===== config.mk =====
export PLATFORM = sky130hd
export DESIGN_NAME = fir4_inv_flat
export DESIGN_NICKNAME = d
export VERILOG_FILES = /design/src/rtl/fir4_inv_if.sv /design/src/rtl/fir4_inv.sv /design/src/flat_wrapper.sv
export SDC_FILE = /design/constraint.sdc
export NUM_CORES = 1
export LEC_CHECK = 0
export ABC_CLOCK_PERIOD_IN_PS = 8700
export BUFFER_PORTS_ARGS = -buffer_cell sky130_fd_sc_hd__buf_4
export CAP_MARGIN = 30
export CORE_ASPECT_RATIO = 0.5
export CORE_MARGIN = 2
export CORE_UTILIZATION = 30
export CTS_BUF_LIST = sky130_fd_sc_hd__clkbuf_2
export DETAILED_ROUTE_END_ITERATION = 8
export MAX_ROUTING_LAYER = met4
export PLACE_DENSITY_LB_ADDON = 0.05
export SLEW_MARGIN = 20
export SYNTH_ARGS = -nofsm -noshare
export SYNTH_HDL_FRONTEND = slang
export SYNTH_SLANG_ARGS = --single-unit

===== constraint.sdc =====
create_clock -name clk -period 8.7 [get_ports clk]
set_clock_uncertainty 0.05 [all_clocks]
set_input_delay 0.87 -clock clk [delete_from_list [all_inputs] [get_ports clk]]
set_output_delay 0.87 -clock clk [all_outputs]
set_load 0.01 [all_outputs]

===== src/rtl/fir4_inv_if.sv =====
// -----------------------------------------------------------------------------
// fir4_inv_if -- sample/tap/result bundle for the fir4_inv FIR inverter.
//
// Signals:
//   in_valid   master->slave  y_in carries a sample this cycle
//   in_ready   slave->master  block can accept a sample this cycle
//   y_in       master->slave  signed 16-bit filtered sample
//   h1..h3     master->slave  signed 8-bit taps (h0 is fixed at 1)
//   x_out      slave->master  signed 8-bit recovered sample
//   out_valid  slave->master  one-cycle pulse, x_out is new
//   ovf        slave->master  sticky out-of-range flag
// -----------------------------------------------------------------------------
interface fir4_inv_if;
  logic               in_valid;
  logic               in_ready;
  logic signed [15:0] y_in;
  logic signed [7:0]  h1;
  logic signed [7:0]  h2;
  logic signed [7:0]  h3;
  logic signed [7:0]  x_out;
  logic               out_valid;
  logic               ovf;

  modport master (
    output in_valid, y_in, h1, h2, h3,
    input  in_ready, x_out, out_valid, ovf
  );

  modport slave (
    input  in_valid, y_in, h1, h2, h3,
    output in_ready, x_out, out_valid, ovf
  );
endinterface


===== src/rtl/fir4_inv.sv =====
// -----------------------------------------------------------------------------
// fir4_inv -- inverse of a monic 4-tap FIR filter.
//
// Computes x[n] = y[n] - h1*x[n-1] - h2*x[n-2] - h3*x[n-3] with a single
// time-shared 8x8 signed multiplier and an 18-bit signed accumulator.
// One sample is processed every 5 cycles (IDLE, MAC1, MAC2, MAC3, DONE).
//
// Ports:
//   clk    rising-edge clock for all state
//   rst_n  asynchronous active-low reset (clears FSM, acc, history, outputs)
//   bus    fir4_inv_if.slave: in_valid/in_ready/y_in, taps h1..h3,
//          x_out/out_valid result and sticky ovf flag
//
// Configuration:
//   FIR4_INV_SAT_EN  defined   -> result clamps to [-128, 127]
//                    undefined -> result is acc[7:0] (two's-complement wrap)
//   ovf is raised identically in both builds.
// -----------------------------------------------------------------------------
module fir4_inv (
  input  logic         clk,
  input  logic         rst_n,
  fir4_inv_if.slave    bus
);

  typedef enum logic [2:0] {
    IDLE = 3'd0,
    MAC1 = 3'd1,
    MAC2 = 3'd2,
    MAC3 = 3'd3,
    DONE = 3'd4
  } state_t;

  state_t             state_r;
  state_t             state_s;

  logic signed [17:0] acc_r;
  logic signed [17:0] acc_s;

  // history: hist1_r = x[n-1], hist2_r = x[n-2], hist3_r = x[n-3]
  logic signed [7:0]  hist1_r;
  logic signed [7:0]  hist2_r;
  logic signed [7:0]  hist3_r;

  logic signed [7:0]  x_out_r;
  logic               out_valid_r;
  logic               ovf_r;

  logic signed [7:0]  coef_s;
  logic signed [7:0]  data_s;
  logic signed [15:0] prod_s;
  logic signed [17:0] prod_ext_s;
  logic               accept_s;
  logic signed [7:0]  conv_s;
  logic               range_err_s;

  // True when the accumulator does not fit the 8-bit signed result range.
  function automatic logic out_of_range(input logic signed [17:0] a);
    logic r;
    if ((a > 18'sd127) || (a < -18'sd128)) begin
      r = 1'b1;
    end else begin
      r = 1'b0;
    end
    return r;
  endfunction

  // Accumulator to 8-bit result conversion (clamp or wrap by build option).
  function automatic logic signed [7:0] conv(input logic signed [17:0] a);
    logic signed [7:0] r;
`ifdef FIR4_INV_SAT_EN
    if (a > 18'sd127) begin
      r = 8'sh7f;
    end else if (a < -18'sd128) begin
      r = 8'sh80;
    end else begin
      r = a[7:0];
    end
`else
    r = a[7:0];
`endif
    return r;
  endfunction

  assign accept_s    = bus.in_valid && (state_r == IDLE);
  assign prod_s      = coef_s * data_s;
  assign prod_ext_s  = {{2{prod_s[15]}}, prod_s};
  assign conv_s      = conv(acc_r);
  assign range_err_s = out_of_range(acc_r);

  assign bus.in_ready  = (state_r == IDLE);
  assign bus.x_out     = x_out_r;
  assign bus.out_valid = out_valid_r;
  assign bus.ovf       = ovf_r;

  // Multiplier operand select: each MAC state pairs one live tap with its history term.
  always_comb begin
    coef_s = 8'sd0;
    data_s = 8'sd0;
    case (state_r)
      MAC1: begin
        coef_s = bus.h1;
        data_s = hist1_r;
      end
      MAC2: begin
        coef_s = bus.h2;
        data_s = hist2_r;
      end
      MAC3: begin
        coef_s = bus.h3;
        data_s = hist3_r;
      end
      default: begin
        coef_s = 8'sd0;
        data_s = 8'sd0;
      end
    endcase
  end

  // Next-state and accumulator update.
  always_comb begin
    state_s = state_r;
    acc_s   = acc_r;
    case (state_r)
      IDLE: begin
        if (accept_s) begin
          state_s = MAC1;
          acc_s   = {{2{bus.y_in[15]}}, bus.y_in};
        end else begin
          state_s = IDLE;
          acc_s   = acc_r;
        end
      end
      MAC1: begin
        state_s = MAC2;
        acc_s   = acc_r - prod_ext_s;
      end
      MAC2: begin
        state_s = MAC3;
        acc_s   = acc_r - prod_ext_s;
      end
      MAC3: begin
        state_s = DONE;
        acc_s   = acc_r - prod_ext_s;
      end
      DONE: begin
        state_s = IDLE;
        acc_s   = acc_r;
      end
      default: begin
        state_s = IDLE;
        acc_s   = 18'sd0;
      end
    endcase
  end

  // FSM state and accumulator registers.
  always_ff @(posedge clk or negedge rst_n) begin
    if (!rst_n) begin
      state_r <= IDLE;
      acc_r   <= 18'sd0;
    end else begin
      state_r <= state_s;
      acc_r   <= acc_s;
    end
  end

  // Result, history shift, one-cycle valid pulse and sticky overflow.
  always_ff @(posedge clk or negedge rst_n) begin
    if (!rst_n) begin
      x_out_r     <= 8'sd0;
      hist1_r     <= 8'sd0;
      hist2_r     <= 8'sd0;
      hist3_r     <= 8'sd0;
      out_valid_r <= 1'b0;
      ovf_r       <= 1'b0;
    end else if (state_r == DONE) begin
      // history keeps the converted value so the recursion sees what was output
      x_out_r     <= conv_s;
      hist1_r     <= conv_s;
      hist2_r     <= hist1_r;
      hist3_r     <= hist2_r;
      out_valid_r <= 1'b1;
      ovf_r       <= ovf_r | range_err_s;
    end else begin
      out_valid_r <= 1'b0;
    end
  end

endmodule


===== src/flat_wrapper.sv =====
// flat-port wrapper written by rule: the top's interface ports become plain ports
module fir4_inv_flat 
  (clk, rst_n, bus_in_valid, bus_y_in, bus_h1, bus_h2, bus_h3, bus_in_ready, bus_x_out, bus_out_valid, bus_ovf);
  fir4_inv_if bus_i ();
  input  logic clk;
  input  logic rst_n;
  input wire logic [$bits(bus_i.in_valid)-1:0] bus_in_valid;
  input wire logic [$bits(bus_i.y_in)-1:0] bus_y_in;
  input wire logic [$bits(bus_i.h1)-1:0] bus_h1;
  input wire logic [$bits(bus_i.h2)-1:0] bus_h2;
  input wire logic [$bits(bus_i.h3)-1:0] bus_h3;
  output wire logic [$bits(bus_i.in_ready)-1:0] bus_in_ready;
  output wire logic [$bits(bus_i.x_out)-1:0] bus_x_out;
  output wire logic [$bits(bus_i.out_valid)-1:0] bus_out_valid;
  output wire logic [$bits(bus_i.ovf)-1:0] bus_ovf;
  assign bus_i.in_valid = bus_in_valid;
  assign bus_i.y_in = bus_y_in;
  assign bus_i.h1 = bus_h1;
  assign bus_i.h2 = bus_h2;
  assign bus_i.h3 = bus_h3;
  assign bus_in_ready = bus_i.in_ready;
  assign bus_x_out = bus_i.x_out;
  assign bus_out_valid = bus_i.out_valid;
  assign bus_ovf = bus_i.ovf;
  fir4_inv u_core (.clk(clk), .rst_n(rst_n), .bus(bus_i));
endmodule

## Word level (Yosys, flattened, before mapping)

Cells that the tools add are included.

- Add/sub/neg operators: 1
- Multiplexer cells: 8
- Equality and inequality tests: 5
- Reductions and logical operators: 5
- Magnitude comparators: 2
- Bitwise operators: 2
- Multiply operators: 1

Operator list:

| operator | count |
|---|---|
| $pmux 18 s3 | 1 |
| $pmux 8 s3 | 2 |
| $gt 18x8->1 const B | 1 |
| $lt 18x8->1 const B | 1 |
| $mux 18 | 1 |
| $sub 18x16->18 | 1 |
| $mul 8x8->16 | 1 |
| $pmux 3 s4 | 1 |
| $eq 3x2->1 const B | 2 |
| $eq 3x1->1 const B | 1 |
| $eq 3x3->1 const B | 1 |
| $logic_not 3->1 | 1 |
| $mux 1 | 3 |
| $reduce_or 3->1 | 1 |
| $ne 2x1->1 const B | 1 |
| $reduce_and 2->1 | 1 |
| $logic_and 1x1->1 | 1 |
| $logic_or 1x1->1 | 1 |
| $not 1->1 | 1 |
| $or 1x1->1 | 1 |

- Logic and storage cells: 31
- Register bits after elaboration: 47
- Input port bits: 43

## Longest topological paths before layout

Gate-level depths: netlist of run 1.

- Depth after elaboration: 5
- Mapped depth: 24
- Gate-level depth less buffers: 22

## Least setup slack after synthesis of run 1

Ideal clock, no wire load.

- Path type: input to register
- From: input bus_h3[7]
- To: register u_core.acc_r[16]
- Slack: 2.584 ns
- Data arrival time: 5.934 ns
- Stages: 21
- Library setup time: 0.131 ns
- Required time: 8.519 ns
- Path buffers: 0
- Cell sequence: mux2_2 > a22o_1 > nand2_1 > or2_2 > inv_1 > fa_1 > fa_1 > inv_1 > fa_1 > fa_1 > inv_1 > fa_1 > inv_1 > ha_1 > nand2_1 > o21ai_0 > a211oi_1 > a21oi_1 > a21oi_1 > and4b_1 > or3_1

- Longest elaborated chain between the ends: 4

RTL lines:

| element | line | RTL |
|---|---|---|
| start, declared | flat_wrapper.sv:11 | `input wire logic [$bits(bus_i.h3)-1:0] bus_h3;` |
| $pmux 8 s3 | fir4_inv.sv:99 | `case (state_r)` |
| $mul 8x8->16 | fir4_inv.sv:85 | `assign prod_s = coef_s * data_s;` |
| $sub 18x16->18 | fir4_inv.sv:135, fir4_inv.sv:139, fir4_inv.sv:143 |  |
| $pmux 18 s3 | fir4_inv.sv:123 | `case (state_r)` |
| end signal, assigned | fir4_inv.sv:163 | `acc_r <= acc_s;` |
| end, declared | fir4_inv.sv:36 | `logic signed [17:0] acc_r;` |

No other way between the ends.
A chain may end at the register's enable or synchronous reset.

## Final worst setup path of run 1

- From: register u_core.state_r[1]
- To: register u_core.acc_r[16]

- Longest elaborated chain between the ends: 5
- Elaborated cells on any way between the ends: 15
- Classes of those cells: 1 x add/sub; 1 x mul; 5 x eq/ne; 3 x mux; 1 x bitwise; 4 x reduce/logical

RTL lines:

| element | line | RTL |
|---|---|---|
| start, declared | fir4_inv.sv:33 | `state_t state_r;` |
| start signal, assigned | fir4_inv.sv:162 | `state_r <= state_s;` |
| $eq 3x2->1 or $eq 3x1->1 (tied branches) | fir4_inv.sv:99, fir4_inv.sv:123 |  |
| $pmux 8 s3 | fir4_inv.sv:99 |  |
| $mul 8x8->16 | fir4_inv.sv:85 |  |
| $sub 18x16->18 | fir4_inv.sv:135, fir4_inv.sv:139, fir4_inv.sv:143 |  |
| $pmux 18 s3 | fir4_inv.sv:123 |  |

Several ways; a longest one is shown, not always the timed one.

==> results by stage, run 1 <==
Timing:
- Static timing analysis puts the maximum clock frequency at 146 MHz.
- The number of hold-slack violations in the final timing report was 0.
- The post-route setup TNS is 0 ps.
- Setup repair after global routing left no endpoint under its margin.
- The final count of negative-setup-slack endpoints is 0.
- At the pin with the least slew margin, the transition time is 838 ps.
- The post-route minimum period is between 6000 and 7000 ps.
- Measured against its own limit, the worst slew margin works out to 0.439.
- The final critical-path share of the clock period is 0.788.
- The max-slew violation count is 0.

Synthesis:
- Yosys printed 0 warnings.
- The synthesized instance count is 632.
- Of the total synthesized cell area, the portion taken by full adders, half adders and majority gates is 0.331.
- The complex-gate fraction of the synthesized area came to 0.107.
- The number of nets handed over by synthesis was 783.
- By area the synthesized netlist is led by sky130_fd_sc_hd__fa_1 24%, sky130_fd_sc_hd__dfrtp_1 21%, sky130_fd_sc_hd__ha_1 8.6%.
- The xor and xnor fraction of the mapped netlist area is 0.0324.
- After synthesis the cells add up to 5670 um2.
- After synthesis the netlist holds a flip-flop and latch count of 47.
- The commonest register cell after synthesis is sky130_fd_sc_hd__dfrtp_1.
- The share of synthesized area in the top cell type comes to 0.243.
- The largest area contributor in the synthesized netlist is sky130_fd_sc_hd__fa_1.
- The portion of synthesized area spent on multiplexers is 0.0862.
- Yosys mapped a number of flops with a built-in enable equal to 0.
- The register area share after synthesis is 0.207.
- After synthesis, the netlist uses 50 different library cells.
- In this run the mean area of a mapped cell was between 8 and 9 um2.
- After synthesis, the share of flip-flops with an asynchronous set or reset is 1.00.
- The simple-gate share of the synthesized area is 0.136.
- The dominant combinational cell family by area after synthesis is adder cells.

Floorplanning:
- The floorplan has 35 rows.
- The initial utilization of the core area, before any placement, comes to 0.307.
- After floorplanning, the core was sized to cover 18500 um2.
- The floorplan step defined a die boundary enclosing 20100 um2.
- The width of the die is approximately 200 um.
- From bottom edge to top edge, the die measures between 100 and 150 um.
- The number of ports placed on the die boundary is 54.

Global route:
- The number of antenna violations at the first check in global routing is 0.
- The overall overflow remaining after global route is 0.
- The number of global-route vias before repair was between 4000 and 5000.
- The first global-routing pass estimated 24100 um of wire.
- In the global route stage, overall resource usage came out at 0.161.
- The maximum number of pins on one net before global-route repair is 48.

Final layout:
- In the final layout, the share of cells above drive strength 1 is 0.170.
- The area growth from synthesis to layout is 13.3%.
- The final layout contains 827 nets.
- The antenna cell count is 0.
- The total of fill cells in the finished design is between 2000 and 2500.
- Registers take 1180 um2.
- The area occupied by multi-input gates is 3930 um2.

CTS:
- The TritonCTS sink count is 47.
- The number of H-tree levels is 2.
- The clock passes through at most 2 buffers.
- The total of cells resized after clock tree synthesis is 0.
- The number of setup buffers added after CTS is 0.
- The clock root buffer is sky130_fd_sc_hd__clkbuf_2.
- The post-CTS clock slew at the launch and capture registers of the worst setup and hold paths is 320 ps.
- The insertion delay of the later-clocked pin in the worst-skew pair is approximately 460 ps.
- The TritonCTS clock tree is yes.
- In this run, CTS created clock tree buffers numbering 5.
- The number of hold-repair buffers added at the cts stage is 0.

Routing:
- Dividing the detail-routed via count by the number of cells gives ~4.6.
- Before antenna repair, the detailed router went through 4 iterations.
- The first routing iteration left 189 violations.
- Dividing the detail-routed wire length by the instance count gives 15.9 um.
- The detailed-route DRC error count is 0.
- The via count is approximately 4300.
- The detail route stage leaves a number of antenna-violating nets equal to 0.
- The final wirelength is 14800 um.

Setup path:
- The critical path launch point type is a flip-flop.
- For the worst setup path, the data arrival time is 7210 ps.
- The critical register-to-register path endpoint is u_core.acc_r[16].
- The startpoint identified for the worst register-to-register timing path is u_core.state_r[1].
- The data required time at the worst endpoint is about 9000 ps.
- Along the worst path, the maximum fanout reaches 23.
- The critical path endpoint category is a flip-flop.
- The type of the worst setup path is flip-flop to flip-flop.
- For flop-to-flop paths, the worst setup slack is 1850 ps.
- The number of cells on the worst reg-to-reg path is 22.

Run:
- Across the run, the number of max-cap violations was 0.

Placed design:
- Detailed placement ended at an HPWL of 12000 um.
- The routability-driven placement congestion ratio is 0.798.
- The count of input and output buffers is 53.

Min path:
- The worst hold-check path type is input pin to asynchronous set/reset pin.

Outcome:
- The flow ran to the end, and the final reports show no timing, DRC or antenna violations.
-- sequential cells by signal, summed over array words and instances (netlist names) --
| register | count |
|---|---|
| u_core.bus.x_out | 8 |
| u_core.hist2_r | 8 |
| u_core.hist3_r | 8 |
| u_core.bus.out_valid | 1 |
| u_core.state_r | 3 |
| u_core.acc_r | 18 |
| u_core.bus.ovf | 1 |
-- cell usage after synthesis, types with 3 or more instances --
cell and count:
sky130_fd_sc_hd__and2_1 4, sky130_fd_sc_hd__inv_1 127, sky130_fd_sc_hd__a32oi_1 3, sky130_fd_sc_hd__a21o_1 6, sky130_fd_sc_hd__a31oi_1 3, sky130_fd_sc_hd__xor2_1 4, sky130_fd_sc_hd__dfrtp_1 47, sky130_fd_sc_hd__a22oi_1 12
sky130_fd_sc_hd__or3_1 3, sky130_fd_sc_hd__nand2_1 51, sky130_fd_sc_hd__o21ai_0 19, sky130_fd_sc_hd__nor3_1 12, sky130_fd_sc_hd__a22o_1 3, sky130_fd_sc_hd__or2_2 8, sky130_fd_sc_hd__nand2b_1 6, sky130_fd_sc_hd__nor2b_1 9
sky130_fd_sc_hd__nand4_1 6, sky130_fd_sc_hd__buf_2 6, sky130_fd_sc_hd__o22ai_1 5, sky130_fd_sc_hd__nor2_1 54, sky130_fd_sc_hd__xnor2_1 17, sky130_fd_sc_hd__mux2_2 39, sky130_fd_sc_hd__ha_1 39, sky130_fd_sc_hd__clkbuf_1 14
sky130_fd_sc_hd__nor4_1 3, sky130_fd_sc_hd__mux2i_1 5, sky130_fd_sc_hd__fa_1 69, sky130_fd_sc_hd__a211oi_1 3, sky130_fd_sc_hd__a21oi_1 28, sky130_fd_sc_hd__o21a_1 4
-- routing by layer --
layer / global-route usage / wire length (um) / vias to the layer above
met4: 0.0172 / 51 / 0
met5: - / 0 / -
met2: 0.231 / 6590 / 43
met3: 0.0186 / 340 / 4
li1: - / - / 2119
met1: 0.248 / 7850 / 2172
-- cells by family (layout without fill, tap and decap cells) --
| group | after synthesis | count (layout) |
|---|---|---|
| compound gates | 96 | 96 |
| xor+xnor | 21 | 21 |
| fa+ha+maj | 109 | 109 |
| buf+inv | 149 | 194 |
| flops | 47 | 47 |
| mux | 44 | 44 |
| simple gates | 166 | 166 |
-- how the worst max path moves through the flow --
stage,startpoint,to,slack [ps],depth (start not counted)
floorplan,bus_h3[7],u_core.acc_r[16],2580,21
global placement,u_core.state_r[1],u_core.acc_r[16],1990,22
detailed placement,u_core.state_r[1],u_core.acc_r[16],1840,22
CTS,u_core.state_r[1],u_core.acc_r[16],1770,22
global route,u_core.state_r[1],u_core.acc_r[16],1370,22
finish,u_core.state_r[1],u_core.acc_r[16],1850,22
-- metrics by stage --
step	instances	util	worst slack, ps	hold WS, ps	area (um2)
CTS	936	0.348	1770	327	6430
global route	936	0.348	1370	311	6430
detailed placement	928	0.344	1840	394	6350
global placement	928	0.344	1990	393	6350
floorplan	632	-	2580	416	5670
finish	936	0.348	1850	294	6430
-- cell type report --
cell class              count  share of cell area
inverters                 127              0.0742
well taps                 259              0.0504
clock buffers               5             0.00389
clock inverters             3             0.00740
multi-input cells         436               0.612
repair buffers             59              0.0689
flip-flops and latches     47               0.183
-- worst max-delay path: stages, from the launching register on --
cell and delay (ps):
sky130_fd_sc_hd__dfrtp_1 430, sky130_fd_sc_hd__buf_4 210, sky130_fd_sc_hd__and2b_1 590, sky130_fd_sc_hd__a22o_1 250
sky130_fd_sc_hd__nand2_1 240, sky130_fd_sc_hd__or2_2 430, sky130_fd_sc_hd__inv_1 120, sky130_fd_sc_hd__fa_1 570
sky130_fd_sc_hd__fa_1 580, sky130_fd_sc_hd__inv_1 50, sky130_fd_sc_hd__fa_1 460, sky130_fd_sc_hd__fa_1 540
sky130_fd_sc_hd__inv_1 50, sky130_fd_sc_hd__fa_1 500, sky130_fd_sc_hd__inv_1 40, sky130_fd_sc_hd__ha_1 350
sky130_fd_sc_hd__nand2_1 100, sky130_fd_sc_hd__o21ai_0 260, sky130_fd_sc_hd__a211oi_1 120, sky130_fd_sc_hd__a21oi_1 220
sky130_fd_sc_hd__a21oi_1 110, sky130_fd_sc_hd__and4b_1 200, sky130_fd_sc_hd__or3_1 330
-- cells in the final DEF (no fill, tap or decap), types with 17 or more instances in the layout --
| cell | count |
|---|---|
| sky130_fd_sc_hd__inv_1 | 127 |
| sky130_fd_sc_hd__fa_1 | 69 |
| sky130_fd_sc_hd__buf_4 | 59 |
| sky130_fd_sc_hd__nor2_1 | 53 |
| sky130_fd_sc_hd__nand2_1 | 51 |
| sky130_fd_sc_hd__dfrtp_1 | 47 |
| sky130_fd_sc_hd__mux2_2 | 39 |
| sky130_fd_sc_hd__ha_1 | 39 |
| sky130_fd_sc_hd__a21oi_1 | 28 |
| sky130_fd_sc_hd__o21ai_0 | 19 |
| sky130_fd_sc_hd__xnor2_1 | 17 |
Power of run 1 is left out: the tool's default activity adds up to more than one toggle a clock period on the data nets, which glitch-free logic cannot reach.
==> run 2, diff against run 1 <==
- ABC_CLOCK_PERIOD_IN_PS: 8700 -> 5600
- clock period: 8.7 -> 5.6 ns (I/O delays scaled with it)
==> results by stage, run 2 (synthesized netlist as in run 1, its figures left out) <==
Timing:
- The number of hold-slack violations in the final timing report is 0 (unchanged).
- The minimum hold slack is 258 ps (-35.7 ps).
- The highest clock rate is 173 MHz (+18%).
- The max-slew headroom at the worst pin is 0.434 (-0.00478).
- The final critical-path share of the clock period was 1.04 (+0.247).
- Setup repair after global routing could not meet its margin everywhere.
- The post-route minimum period was 5800 ps (-1060 ps).
- The slew at the pin with the worst max-slew slack is 845 ps (+7.15 ps).
- The max-slew violation count is 0 (unchanged).
- The final count of negative-setup-slack endpoints is 4 (+4).
- The worst setup margin came to -196 ps (-2040 ps).

Final layout:
- The number of non-filler instances in the completed layout came to 1040 (+11%).
- The most common library cell in the layout ignoring fill and taps is sky130_fd_sc_hd__buf_4.
- The post-layout net count is 931 (+13%).
- The end-of-flow core utilization is 0.411 (+0.0635).
- Ranked by flip-flop count, first place goes to u_core.acc_r.
- The number of flip-flops in the largest register is 18 (unchanged).
- The total of fill cells in the finished design is 1934 (-4.3%).
- Leaving out fill and tap cells, the most frequent cells in the layout are 148 x sky130_fd_sc_hd__buf_4, 110 x sky130_fd_sc_hd__inv_1, 65 x sky130_fd_sc_hd__fa_1, 49 x sky130_fd_sc_hd__nor2_1, 46 x sky130_fd_sc_hd__dfrtp_1.
- The share of post-route cells with drive strength above 1 is 0.367 (+0.198).
- Compared with the post-synthesis result, the final layout area differs by 33.9%.
- The antenna cell count was 0 (unchanged).

Setup path:
- The critical path endpoint category is a flip-flop.
- Walking the worst path, the cells encountered are buf_6 > mux2_4 > a32oi_2 > buf_4 > or2_4 > inv_4 > fa_2 > buf_6 > buf_6 > inv_2 > fa_1 > buf_4 > fa_1 > fa_1 > inv_1 > fa_1 > inv_1 > ha_1 > nor2_1 > a31oi_1 > o21ai_0 > or3_1.
- The slack of the worst reg-to-reg path is -200 ps (-2040 ps).
- The type of the worst setup path is flip-flop to flip-flop.
- The largest delay contributor family on the critical path is adder cells.
- The arrival time at the worst endpoint is 6130 ps (-1080 ps).
- The combined buffer and inverter count along the critical path is 9 (+4).
- The maximum net fanout on the critical path is 5 (-78%).
- The cell that appears most often on the critical path is sky130_fd_sc_hd__fa_1.
- The critical path launch point type is a flip-flop.
- The data required time at the worst endpoint is 5930 ps (-3130 ps).
- The slowest library cell on the worst path is sky130_fd_sc_hd__fa_2.
- The largest incremental delay on the critical path was 630 ps (+40 ps).

Global route:
- The number of global-route vias before repair came to 4650 (+11%).
- The global routing stage identified its most utilized layer as met1.
- The met3 capacity usage during global routing is 0.0220 (+0.00333).
- The number of antenna violations at the first check in global routing is 0 (unchanged).
- The first-pass GRT wire length is 25800 um (+7.3%).
- The met2 usage in global routing is 0.248 (+0.0173).
- The overall global routing resource usage is 0.172 (+0.0107).
- The met1 capacity usage during global routing came to 0.261 (+0.0137).
- The overall overflow remaining after global route is 0 (unchanged).
- The maximum number of pins on one net before global-route repair came to 48 (unchanged).

Placed design:
- The cell total after placement is 1004 (+8.2%).
- The routability-driven placement congestion ratio is 0.785 (-1.7%).
- The worst setup timing slack at the placement stage came to -270 ps (-2110 ps).
- The count of input and output buffers is 53 (unchanged).
- The HPWL reported at the end of detailed placement came to 13100 um (+9.2%).

Routing:
- The detailed-routing iteration count for the pre-antenna-repair pass is 6 (+2).
- The via count is 4766 (+9.9%).
- The wire length per cell after detailed routing was 15.3 um (-3.5%).
- The residual antenna-violating net count after detailed routing came to 0 (unchanged).
- The final wirelength came to 15900 um (+7.2%).
- The count of routing violations after the opening detailed-route iteration was 172 (-9.0%).
- The detailed-route DRC error count is 0 (unchanged).
- The detail-routed via count per cell is 4.58 (-1.1%).

CTS:
- TritonCTS built the clock tree.
- The clock tree buffer depth is 2 (unchanged).
- The root buffer cell chosen for the clock tree is sky130_fd_sc_hd__clkbuf_2.
- The insertion delay of the later-clocked pin in the worst-skew pair came to 480 ps (+20 ps).
- The TritonCTS sink count is 47 (unchanged).
- The post-CTS clock slew at the launch and capture registers of the worst setup and hold paths is 310 ps (about the same).
- The number of H-tree levels is 2 (unchanged).
- The CTS buffer count is 5 (unchanged).

Min path:
- The min-delay analysis places its worst path in the category input pin to flip-flop.

Run:
- The max capacitance violation total was 0 (unchanged).

Floorplanning:
- The width of the die was 198 um (unchanged).
- The number of ports placed on the die boundary was 54 (unchanged).
- The number of standard-cell rows in the floorplan is 35 (unchanged).
- The full die area is 20100 um2 (unchanged).
- The effective utilization at floorplan is 0.307 (unchanged).
- The core area is 18500 um2 (unchanged).
- The die height is 101 um (unchanged).

Outcome:
- The flow ran to the end, but the final reports show violations.
- The final reports fail on setup timing.
-- run 2: final timing paths --
path / from / cells past startpoint / to
worst max-delay path: u_core.state_r[0] / 22 / u_core.acc_r[16]
worst min-delay path: bus_y_in[5] / 3 / u_core.acc_r[5]
worst max register to register: u_core.state_r[0] / 22 / u_core.acc_r[16]
worst min register to register: u_core.bus.ovf / 1 / u_core.bus.ovf
max in group asynchronous: rst_n / 2 / u_core.state_r[0]
min in group asynchronous: rst_n / 2 / u_core.acc_r[8]
-- run 2: area by class of cell --
class,instances,area (um2),share of cell area
Timing Repair Buffer,163,1290,0.170
Clock inverter,3,47.5,0.00626
Multi-Input combinational cell,436,4260,0.560
Inverter,127,479,0.0631
Tap cell,259,324,0.0426
Clock buffer,5,25.0,0.00329
Sequential cell,47,1180,0.155
-- run 2: tightest hold or removal path: cells and delay by family --
kind | cells | cell delay, ps
buffers and inverters | 1 | 80
AO/OA/AOI/OAI | 2 | 150
-- run 2: per-stage QoR --
| step | setup TNS [ps] | instance area (um2) |
|---|---|---|
| 5_1_grt | -1870 | 7600 |
| 3_3_place_gp | -693 | 7050 |
| 3_5_place_dp | -954 | 7050 |
| 4_1_cts | -389 | 7380 |
| 6_report | -561 | 7600 |
| 2_1_floorplan | -19.5 | 5810 |
-- run 2: what timing repair did --
action / CTS / global route
gates resized for setup: 38 / 39
setup endpoints to repair: 8 / 11
endpoints found under the hold margin: 0 / 4
buffers inserted: 17 / 10
pin swaps: 30 / 57
hold buffers: 0 / 1
-- run 2: per-layer routing --
metal	routed length, um	part of all wire	up-vias
li1	-	-	2327
met1	8450	0.53	2376
met2	6800	0.43	58
met3	599	0.038	5
met4	68	0.0043	0
met5	0	0	-
Power of run 2 is left out for the same reason.
==> run 3, diff against run 2 <==
- PLACE_DENSITY_LB_ADDON: 0.05 -> 0.25
==> results by stage, run 3 (synthesized netlist as in run 1, its figures left out) <==
Outcome:
- The run finished, with violations left.
- The checks that failed: hold timing, setup timing.

Floorplanning:
- The number of standard-cell rows in the floorplan was 35 (unchanged).
- The width of the die is 198 um (unchanged).
- The effective utilization at floorplan is 0.307 (unchanged).
- The full die area is 20100 um2 (unchanged).
- The number of ports placed on the die boundary is 54 (unchanged).
- The die height came to 101 um (unchanged).
- The core area was 18500 um2 (unchanged).

Setup path:
- The signal on the critical path passes through buf_4 > buf_6 > mux2_2 > a22oi_2 > nor2_1 > buf_4 > nand2_1 > fa_1 > fa_1 > fa_1 > fa_1 > inv_1 > fa_1 > inv_1 > ha_4 > nand2_2 > nor2_4 > nand4_1 > a21oi_2 > a21oi_2 > and4b_1 > or3_1.
- The critical path is of the flip-flop to flip-flop type.
- The cell occurring most often along the worst timing path is sky130_fd_sc_hd__fa_1.
- The arrival time at the worst endpoint was 6030 ps (-100 ps).
- The combined buffer and inverter count along the critical path came to 5 (-4).
- The largest delay contributor family on the critical path is adder cells.
- The maximum net fanout on the critical path is 8 (+3).
- The data required time at the worst endpoint is 5940 ps (about the same).
- The largest incremental delay on the critical path came to 510 ps (-120 ps).
- The critical path launch point type is a flip-flop.
- STA classifies the critical path endpoint as a flip-flop.
- The slowest stage of the critical path belongs to the cell sky130_fd_sc_hd__fa_1.

Min path:
- The worst hold path belongs to the class input pin to asynchronous set/reset pin.

Final layout:
- The post-layout net count came to 911 (-2.1%).
- The register with the most flip-flops in the final layout is u_core.acc_r.
- The share of post-route cells with drive strength above 1 was 0.350 (-0.0179).
- The total area of sequential cells is 1180 um2 (unchanged).
- The library cell used most frequently in the layout, excluding fill and tap cells, is sky130_fd_sc_hd__buf_4.
- The area occupied by multi-input gates is 4290 um2 (+0.85%).
- Leaving out fill and tap cells, the most frequent cells in the layout are 132 x sky130_fd_sc_hd__buf_4, 116 x sky130_fd_sc_hd__inv_1, 67 x sky130_fd_sc_hd__fa_1, 48 x sky130_fd_sc_hd__nor2_1, 46 x sky130_fd_sc_hd__dfrtp_1.
- The total of fill cells in the finished design came to 1877 (-2.9%).
- The antenna cell count is 0 (unchanged).
- The number of flip-flops in the largest register is 18 (unchanged).
- The area growth from synthesis to layout is 31.8%.
- The number of non-filler instances in the completed layout is 1020 (-1.9%).

Routing:
- The via count is 4774 (+0.17%).
- The residual antenna-violating net count after detailed routing is 0 (unchanged).
- The detail-routed via count per cell is 4.68 (+2.1%).
- The detailed-routing iteration count for the pre-antenna-repair pass is 4 (-2).
- The count of routing violations after the opening detailed-route iteration is 175 (+1.7%).
- The detailed-route DRC error count is 0 (unchanged).
- The wire length per cell after detailed routing is 14.2 um (-7.1%).
- The final wirelength is 14500 um (-8.9%).

Global route:
- The number of global-route vias before repair is 4676 (+0.56%).
- The overall overflow remaining after global route is 0 (unchanged).
- The first-pass GRT wire length is 23800 um (-7.9%).
- The number of antenna violations at the first check in global routing came to 0 (unchanged).
- The overall global routing resource usage came to 0.155 (-0.0164).
- The maximum number of pins on one net before global-route repair came to 48 (unchanged).

Timing:
- The highest clock rate is 176 MHz (+2.0%).
- The minimum hold slack is -6.69 ps (-265 ps).
- The final critical-path share of the clock period came to 1.02 (-0.0198).
- The final count of negative-setup-slack endpoints came to 3 (-1).
- The post-route minimum period was 5690 ps (-111 ps).
- The slew at the pin with the worst max-slew slack was 767 ps (-78.1 ps).
- The number of hold-slack violations in the final timing report is 2 (+2).
- Setup repair after global routing could not meet its margin everywhere.
- The worst setup margin is -85.1 ps (+111 ps).
- The max-slew violation count is 0 (unchanged).
- The max-slew headroom at the worst pin came to 0.487 (+0.0523).
- The post-route setup TNS is -147 ps (+414 ps).

Placed design:
- The cell total after placement came to 995 (-0.90%).
- The HPWL reported at the end of detailed placement is 11800 um (-9.6%).
- The routability-driven placement congestion ratio was 0.822 (+4.7%).
- The count of input and output buffers came to 53 (unchanged).

CTS:
- The post-CTS clock slew at the launch and capture registers of the worst setup and hold paths is 300 ps (about the same).
- The CTS buffer count is 5 (unchanged).
- The clock root buffer is sky130_fd_sc_hd__clkbuf_2.
- The number of H-tree levels was 2 (unchanged).
- The TritonCTS clock tree is yes.
- The clock tree buffer depth was 2 (unchanged).
- The TritonCTS sink count was 47 (unchanged).
- The number of hold-repair buffers added at the cts stage came to 0 (unchanged).
- The insertion delay of the later-clocked pin in the worst-skew pair is 470 ps (about the same).

Run:
- The max capacitance violation total is 0 (unchanged).
run 3: changes by cell type in the layout (fill, tap and decap cells not counted), sizes merged:
cell	previous run	this run
buf	162	143
clkinvlp	0	1
dlygate4sd3	1	0
clkinv	1	0
run 3: what timing repair did:
item	CTS	global route
endpoints found under the setup margin	8	11
gates resized for setup	29	44
buffers inserted	7	10
pin swaps	27	53
run 3: worst paths after layout:
path	startpoint	to	slack [ps]	cells after the start
worst max-delay path	u_core.state_r[0]	u_core.acc_r[16]	-90	22
worst min-delay path	rst_n	u_core.acc_r[13]	-7	1
worst max register to register	u_core.state_r[0]	u_core.acc_r[16]	-90	22
worst min register to register	u_core.bus.ovf	u_core.bus.ovf	450	1
max in group asynchronous	rst_n	u_core.hist2_r[7]	5040	1
min in group clk	bus_y_in[13]	u_core.acc_r[13]	300	3
run 3: area by class of cell:
class | count | area share
multi-input cells | 436 | 0.574
flip-flops and latches | 47 | 0.157
repair buffers | 143 | 0.151
inverters | 127 | 0.0641
well taps | 259 | 0.0433
clock inverters | 3 | 0.00619
clock buffers | 5 | 0.00335
run 3: stage by stage:
stage,cell area (um2),hold WS (ps),utilization,setup slack (ps)
6_report,7480,-6.69,0.405,-85.1
2_1_floorplan,5810,214,-,-19.5
3_3_place_gp,6970,392,0.377,-199
4_1_cts,7220,15.0,0.391,-179
5_1_grt,7480,5.00,0.405,-327
3_5_place_dp,6970,400,0.377,-285
run 3: layer usage:
metal / share of wire / wire length (um) / GRT usage / up-vias
met4: 0.0051 / 74 / 0.0195 / 0
met3: 0.027 / 394 / 0.0180 / 8
met2: 0.48 / 6910 / 0.252 / 53
met5: 0 / 0 / - / -
li1: - / - / - / 2284
met1: 0.49 / 7120 / 0.216 / 2429
Power of run 3 is left out for the same reason.
